===== src/rtl/ysyx_22040386_lsu_pkg.sv =====
// Shared types and codes for the MEM-stage load/store unit.
// Imported by the LSU top and its lane-alignment helper.
package ysyx_22040386_lsu_pkg;

   typedef enum logic [1:0] {
      S_IDLE,
      S_REQ,
      S_RSP,
      S_DONE
   } lsu_state_e;

   localparam logic [1:0] SZ_B = 2'd0;
   localparam logic [1:0] SZ_H = 2'd1;
   localparam logic [1:0] SZ_W = 2'd2;
   localparam logic [1:0] SZ_D = 2'd3;

   localparam logic [3:0] CAUSE_LD_MIS = 4'd4;
   localparam logic [3:0] CAUSE_LD_ACC = 4'd5;
   localparam logic [3:0] CAUSE_ST_MIS = 4'd6;
   localparam logic [3:0] CAUSE_ST_ACC = 4'd7;

   function automatic logic [3:0] lsu_cause(
      input logic we,
      input logic acc
   );
      logic [3:0] c;
      unique case ({we, acc})
         2'b00:   c = CAUSE_LD_MIS;
         2'b01:   c = CAUSE_LD_ACC;
         2'b10:   c = CAUSE_ST_MIS;
         default: c = CAUSE_ST_ACC;
      endcase
      return c;
   endfunction

endpackage


===== src/rtl/ysyx_22040386_lsu_align.sv =====
// Combinational lane logic: misalign/illegal checks, store
// strobe and data shift, load lane extract and extension.
module ysyx_22040386_lsu_align
   import ysyx_22040386_lsu_pkg::*;
#(
   parameter int DATA_W = 64
) (
   input  logic [2:0]          funct3,
   input  logic [2:0]          addr_lo,
   input  logic                we,
   input  logic [DATA_W-1:0]   wdata,
   input  logic [DATA_W-1:0]   rsp_data,
   output logic                misalign,
   output logic                illegal,
   output logic [DATA_W/8-1:0] wstrb,
   output logic [DATA_W-1:0]   wdata_sh,
   output logic [DATA_W-1:0]   rdata
);

   localparam int STRB_W = DATA_W / 8;
   localparam int OFF_W  = $clog2(STRB_W);
   localparam logic XLEN32 = (DATA_W == 32);

   logic [OFF_W-1:0]         off;
   logic [OFF_W+2:0]         bsh;
   logic [1:0]               size;
   logic [STRB_W-1:0]        base;
   logic [6:0]               sa;
   logic [DATA_W-1:0]        sh;
   logic [DATA_W-1:0]        tmp;

   assign off  = addr_lo[OFF_W-1:0];
   assign bsh  = {off, 3'b000};
   assign size = funct3[1:0];

   // Doublewords and lwu only exist on a 64-bit datapath.
   assign illegal = (XLEN32 & ((size == SZ_D) |
                               (funct3 == 3'b110)))
                  | (funct3 == 3'b111);

   always_comb begin
      base     = '0;
      sa       = '0;
      misalign = 1'b0;
      unique case (size)
         SZ_B: begin
            base = STRB_W'(8'h01);
            sa   = 7'(DATA_W - 8);
         end
         SZ_H: begin
            base     = STRB_W'(8'h03);
            sa       = 7'(DATA_W - 16);
            misalign = addr_lo[0];
         end
         SZ_W: begin
            base     = STRB_W'(8'h0F);
            sa       = 7'(DATA_W - 32);
            misalign = |addr_lo[1:0];
         end
         default: begin
            base     = STRB_W'(8'hFF);
            sa       = '0;
            misalign = |addr_lo;
         end
      endcase

      wstrb    = we ? (base << off) : '0;
      wdata_sh = we ? (wdata << bsh) : '0;

      // Move the lane to bit 0, then push it to the top and
      // back down so the shift itself does the extension.
      sh  = rsp_data >> bsh;
      tmp = sh << sa;
      if (funct3[2])
         rdata = tmp >> sa;
      else
         rdata = $signed(tmp) >>> sa;
   end

endmodule


===== src/rtl/ysyx_22040386_lsu.sv =====
// MEM-stage load/store unit: bus handshake FSM, capture regs,
// kill flag and response timeout around the lane helper.
module ysyx_22040386_lsu
   import ysyx_22040386_lsu_pkg::*;
#(
   parameter int DATA_W  = 64,
   parameter int ADDR_W  = 64,
   parameter int TIMEOUT = 255
) (
   input  logic                i_LSU_clk,
   input  logic                i_LSU_rst,
   input  logic                i_LSU_valid,
   input  logic                i_LSU_load,
   input  logic                i_LSU_store,
   input  logic [2:0]          i_LSU_funct3,
   input  logic [ADDR_W-1:0]   i_LSU_addr,
   input  logic [DATA_W-1:0]   i_LSU_wdata,
   input  logic                i_LSU_flush,
   output logic                o_LSU_stall,
   output logic                o_LSU_done,
   output logic [DATA_W-1:0]   o_LSU_rdata,
   output logic                o_LSU_rf_wen,
   output logic                o_LSU_fault,
   output logic [3:0]          o_LSU_cause,
   output logic                o_LSU_req_valid,
   input  logic                i_LSU_req_ready,
   output logic                o_LSU_req_we,
   output logic [ADDR_W-1:0]   o_LSU_req_addr,
   output logic [DATA_W-1:0]   o_LSU_req_wdata,
   output logic [DATA_W/8-1:0] o_LSU_req_wstrb,
   input  logic                i_LSU_rsp_valid,
   input  logic [DATA_W-1:0]   i_LSU_rsp_data,
   input  logic                i_LSU_rsp_err
);

   localparam int STRB_W = DATA_W / 8;
   localparam int OFF_W  = $clog2(STRB_W);
   localparam int CNT_W  = (TIMEOUT < 2) ? 1
                         : $clog2(TIMEOUT + 1);
   localparam logic [CNT_W-1:0] CNT_TO  = CNT_W'(TIMEOUT);
   localparam logic [CNT_W-1:0] CNT_MAX = '1;
   localparam logic TO_EN = (TIMEOUT != 0);

   lsu_state_e          state;
   logic [ADDR_W-1:0]   addr_q;
   logic [2:0]          f3_q;
   logic [DATA_W-1:0]   wdata_q;
   logic                we_q;
   logic                kill_q;
   logic                fault_q;
   logic [3:0]          cause_q;
   logic [DATA_W-1:0]   rdata_q;
   logic [CNT_W-1:0]    cnt_q;

   logic                idle;
   logic                access;
   logic                start;
   logic [2:0]          a_f3;
   logic [2:0]          a_lo;
   logic                a_we;
   logic                a_mis;
   logic                a_ill;
   logic [STRB_W-1:0]   a_wstrb;
   logic [DATA_W-1:0]   a_wdata;
   logic [DATA_W-1:0]   a_rdata;

   assign idle   = (state == S_IDLE);
   assign access = i_LSU_valid & (i_LSU_load | i_LSU_store);
   assign start  = idle & access & ~i_LSU_flush;

   // Idle checks the incoming op; later states use captured ones.
   assign a_f3 = idle ? i_LSU_funct3     : f3_q;
   assign a_lo = idle ? i_LSU_addr[2:0]  : addr_q[2:0];
   assign a_we = idle ? i_LSU_store      : we_q;

   ysyx_22040386_lsu_align #(
      .DATA_W (DATA_W)
   ) u_align (
      .funct3   (a_f3),
      .addr_lo  (a_lo),
      .we       (a_we),
      .wdata    (wdata_q),
      .rsp_data (i_LSU_rsp_data),
      .misalign (a_mis),
      .illegal  (a_ill),
      .wstrb    (a_wstrb),
      .wdata_sh (a_wdata),
      .rdata    (a_rdata)
   );

   assign o_LSU_stall = start
                      | (state == S_REQ)
                      | (state == S_RSP);
   assign o_LSU_done      = (state == S_DONE);
   assign o_LSU_req_valid = (state == S_REQ);
   assign o_LSU_req_we    = o_LSU_req_valid & we_q;
   assign o_LSU_req_addr  = o_LSU_req_valid
                          ? {addr_q[ADDR_W-1:OFF_W], OFF_W'(0)}
                          : '0;
   assign o_LSU_req_wstrb = o_LSU_req_valid ? a_wstrb : '0;
   assign o_LSU_req_wdata = o_LSU_req_valid ? a_wdata : '0;
   assign o_LSU_fault  = o_LSU_done & fault_q & ~kill_q;
   assign o_LSU_cause  = o_LSU_fault ? cause_q : '0;
   assign o_LSU_rf_wen = o_LSU_done & ~we_q
                       & ~fault_q & ~kill_q;
   assign o_LSU_rdata  = rdata_q;

   always_ff @(posedge i_LSU_clk) begin
      if (i_LSU_rst) begin
         state   <= S_IDLE;
         addr_q  <= '0;
         f3_q    <= '0;
         wdata_q <= '0;
         we_q    <= 1'b0;
         kill_q  <= 1'b0;
         fault_q <= 1'b0;
         cause_q <= '0;
         rdata_q <= '0;
         cnt_q   <= '0;
      end else begin
         case (state)
            S_IDLE: begin
               if (start) begin
                  addr_q  <= i_LSU_addr;
                  f3_q    <= i_LSU_funct3;
                  wdata_q <= i_LSU_wdata;
                  we_q    <= i_LSU_store;
                  kill_q  <= 1'b0;
                  fault_q <= 1'b0;
                  cause_q <= '0;
                  cnt_q   <= '0;
                  if (a_mis) begin
                     state   <= S_DONE;
                     fault_q <= 1'b1;
                     cause_q <= lsu_cause(i_LSU_store, 1'b0);
                  end else if (a_ill) begin
                     state   <= S_DONE;
                     fault_q <= 1'b1;
                     cause_q <= lsu_cause(i_LSU_store, 1'b1);
                  end else begin
                     state <= S_REQ;
                  end
               end
            end
            S_REQ: begin
               if (i_LSU_flush)
                  kill_q <= 1'b1;
               if (i_LSU_req_ready) begin
                  state <= S_RSP;
                  cnt_q <= '0;
               end
            end
            S_RSP: begin
               if (i_LSU_flush)
                  kill_q <= 1'b1;
               // A response in the timeout cycle still wins.
               if (i_LSU_rsp_valid) begin
                  state <= S_DONE;
                  if (i_LSU_rsp_err) begin
                     fault_q <= 1'b1;
                     cause_q <= lsu_cause(we_q, 1'b1);
                  end else if (!we_q) begin
                     rdata_q <= a_rdata;
                  end
               end else if (TO_EN && cnt_q == CNT_TO) begin
                  state   <= S_DONE;
                  fault_q <= 1'b1;
                  cause_q <= lsu_cause(we_q, 1'b1);
               end else if (cnt_q != CNT_MAX) begin
                  cnt_q <= cnt_q + 1'b1;
               end
            end
            S_DONE: begin
               state   <= S_IDLE;
               kill_q  <= 1'b0;
               fault_q <= 1'b0;
            end
            default: state <= S_IDLE;
         endcase
      end
   end

endmodule


===== config.mk =====
export PLATFORM = sky130hd
export DESIGN_NAME = ysyx_22040386_lsu
export DESIGN_NICKNAME = d
export VERILOG_FILES = /design/src/rtl/ysyx_22040386_lsu_pkg.sv /design/src/rtl/ysyx_22040386_lsu_align.sv /design/src/rtl/ysyx_22040386_lsu.sv
export SDC_FILE = /design/constraint.sdc
export NUM_CORES = 1
export LEC_CHECK = 0
export ABC_AREA = 1
export CELL_PAD_IN_SITES_DETAIL_PLACEMENT = 0
export CELL_PAD_IN_SITES_GLOBAL_PLACEMENT = 2
export CORE_ASPECT_RATIO = 0.75
export CORE_MARGIN = 3
export CORE_UTILIZATION = 26
export DETAILED_ROUTE_END_ITERATION = 12
export PLACE_DENSITY_LB_ADDON = 0.08
export RECOVER_POWER = 25
export SETUP_SLACK_MARGIN = 0.5
export SLEW_MARGIN = 15
export SYNTH_ARGS = -nofsm -noshare
export SYNTH_HDL_FRONTEND = slang
export SYNTH_SLANG_ARGS = --single-unit

===== constraint.sdc =====
create_clock -name i_LSU_clk -period 4.13 [get_ports i_LSU_clk]
set_clock_uncertainty 0.1 [all_clocks]
set_input_delay 0.6195 -clock i_LSU_clk [delete_from_list [all_inputs] [get_ports i_LSU_clk]]
set_output_delay 0.6195 -clock i_LSU_clk [all_outputs]
set_load 0.05 [all_outputs]

==> impl_metrics.tcl <==
set metrics [dict create \
    fin_area_sq_um 19600 \
    htree_levels 1 \
    portBuffers 409 \
    synth_most_common_cell "nand2_1" \
    hold_end "cnt_q[7]" \
    area_growth_pct 53.5 \
    cp_data_required_time_ps 3410 \
    rows 69 \
    syn-instance-count 2067 \
    finalPower_mw 13.0 \
    grt_pass1_wl_um 93400 \
    synth-seq-cells 211 \
    first_pass_iters 5 \
    ios 414 \
    p_leak_nw 8.63 \
    whs_path_depth 1 \
    die_w_um 262 \
    min_from "cnt_q[7]" \
    violations "max-capacitance violations, max-slew violations" \
    ys_seq_area_share_pct 33.0 \
    placed_area_sq_um 18300 \
    tns_ps 0 \
    tightest_slew_ps 2140 \
    fin_util_pct 40.9 \
    slew_violations 99 \
    cts_made_buffers 27 \
    vdd_drop_max_v 0.000422 \
    wl_um 64600 \
    criticalPathCategory "reg2out" \
    critical_path_peak_fanout 39 \
    syn_area_per_cell_sq_um 6.19 \
    rsz0062_at_grt "yes" \
    setup_viol 0 \
    yosysWarningCount 0 \
    ys.flop_type "dfxtp_1" \
    use_met3_pct 5.49 \
    fillers 5149 \
    synth_edf_count 0 \
    drt_iter0_drc 1235 \
    fin_nets 2638 \
    grt_usage_pct 23.7 \
    min_path_type "reg2reg" \
    min_period_over_period_pct 86.5 \
    drive_gt1_share_pct 11.5 \
    post-route-min-period_ps 3570 \
    setup.worst_path.end_class "output pin" \
    start_util_pct 26.6 \
    stdcell_count 3085 \
    cts-root-buf "clkbuf_16" \
    clock_latency_ps 580 \
    viasPerCell 4.87 \
    grt_max_degree 103 \
    synth.area.top_cells "dfxtp_1 33%, nand2_1 12%, o21ai_0 11%, nor2_1 11%, inv_1 6.3%" \
    antenna_found_initial 2 \
    grt.busiest_layer "met1" \
    synth_area_leader_cell "dfxtp_1" \
    grt_use_met1_pct 36.0 \
    post_drt_wl_per_cell_um 20.9 \
    finalWorstSetupSlack_ps 557 \
    async_flop_share_pct 0 \
    drtAntennaViolNets 0 \
    use_met2_pct 34.2 \
    synthTopCellsByCount "411 x nand2_1, 361 x nor2_1, 290 x o21ai_0" \
    post-place-ws_ps 267 \
    cap_viol_max_count 1 \
    crit_chain "inv_2 -> buf_4 -> ha_4 -> inv_1 -> nor3_4 -> buf_12 -> inv_1 -> nor2_4 -> inv_2 -> buf_6 -> o22ai_1 -> buf_12" \
    r2r_slack_ps 630 \
    drc 0 \
    core-area_sq_um 48000 \
    netlist_area_sq_um 12800 \
    holdWs_ps 357 \
    fmax_ghz 0.280 \
    yosysUniqueCellTypes 50 \
    slew_headroom_pct -42.7 \
    crit_path_start_kind "register" \
    cts_sinks 211 \
    grt_overflow_total 0 \
    dp_hpwl_um 47700 \
    status "complete, but fails checks" \
    grt_pass1_vias 14200 \
    via_count 15000 \
    reg2reg_depth 7 \
    cp_slowest_cell "dfxtp_1" \
    hold_viol_final 0 \
    r2r-start "state[1]" \
    max-clock-path-buffers 3 \
    dp.cells 3021 \
    worst_ep_arrival_time_ps 2850 \
    power_density_nw_per_um2 661 \
    die-area_sq_um 51900 \
    die_h_um 198 \
    timing.rr.end "wdata_q[39]" \
    cts_tree "yes" \
    path_clk_slew_ps 60 \
    netlist.area_leader.share_pct 33.0 \
    place_congestion 0.906 \
    max_stage_delay_ps 370 \
]
## worst max path at each step
stage                              from                   to  slack, ps  depth (start not counted)
after floorplan                state[0]  o_LSU_req_wdata[35]        370                         11
after global placement    i_LSU_addr[0]  o_LSU_req_wdata[59]        180                         10
after CTS                      state[0]   o_LSU_req_wstrb[4]        440                         11
after detailed placement  i_LSU_addr[0]  o_LSU_req_wdata[59]        270                         10
final                          state[1]  o_LSU_req_wdata[56]        560                         12
after global routing        i_LSU_store          wdata_q[55]        330                          6
## cells by family (layout without fill, tap and decap cells)
family                     after synthesis  after routing  share of synthesized area, %
other                                    1              6                        0.0293
buffers and inverters                  379            751                          12.8
adders and majority gates                5              5                         0.489
AOI/OAI and AO/OA                      552            552                          23.9
muxes                                   11             11                         0.861
and+or+nand+nor                        908            910                          29.0
DFF                                    211            211                          33.0
## critical path: cells and delay by family, from the launching register on
kind                     cells  cell delay [ps]
AO/OA/AOI/OAI                1              200
adder cells (fa/ha/maj)      1              150
buffers and inverters        8             1380
flip-flops                   1              370
AND/OR/NAND/NOR              2              130
## area by class of cell
class                           instances  area (sq um)  share of cell area (%)
Inverter                              229           893                    4.55
Timing Repair Buffer                  477          5550                    28.3
Tap cell                              639           800                    4.07
Clock inverter                          6          72.6                   0.369
Sequential cell                       211          4230                    21.5
Timing Repair inverter                  1          8.76                  0.0446
Multi-Input combinational cell       1482          7330                    37.3
Clock buffer                           38           757                    3.85
Antenna cell                            2          5.00                  0.0255
## repair_timing
item                                    4_1_cts  5_1_grt
hold buffers                                  0        0
buffers inserted                              5        6
cloned                                        3        4
resized for setup                            55       49
endpoints found under the setup margin       89       68
pin swaps                                     8       12
## placed cells by master, fill, tap and decap left out, types with 79 or more instances in the layout
master,instances
clkdlybuf4s50_1,295
o21ai_0,253
a21oi_1,98
dfxtp_1,210
nor2_1,347
nand2_1,410
inv_1,210
buf_12,79
o21ai_1,79
nand3_1,86
## metal layers
metal,up-vias,share of wire (%),wire (um)
met4,0,1.3,866
met1,7055,50,32200
met5,-,0,0
met2,500,41,26500
li1,7417,-,-
met3,54,7.8,5030
## registers in the layout, indices dropped and copies added (netlist names)
register     count
addr_q          64
state            2
f3_q             3
o_LSU_rdata     64
cause_q          3
we_q             1
fault_q          1
wdata_q         64
kill_q           1
cnt_q            8
## power by group
part | switching (mW) | internal [mW]
logic | 5.51 | 2.64
registers | 0.175 | 2.32
clock network | 1.01 | 1.33
total | 6.69 | 6.29
(Power assumes the default switching activity.)
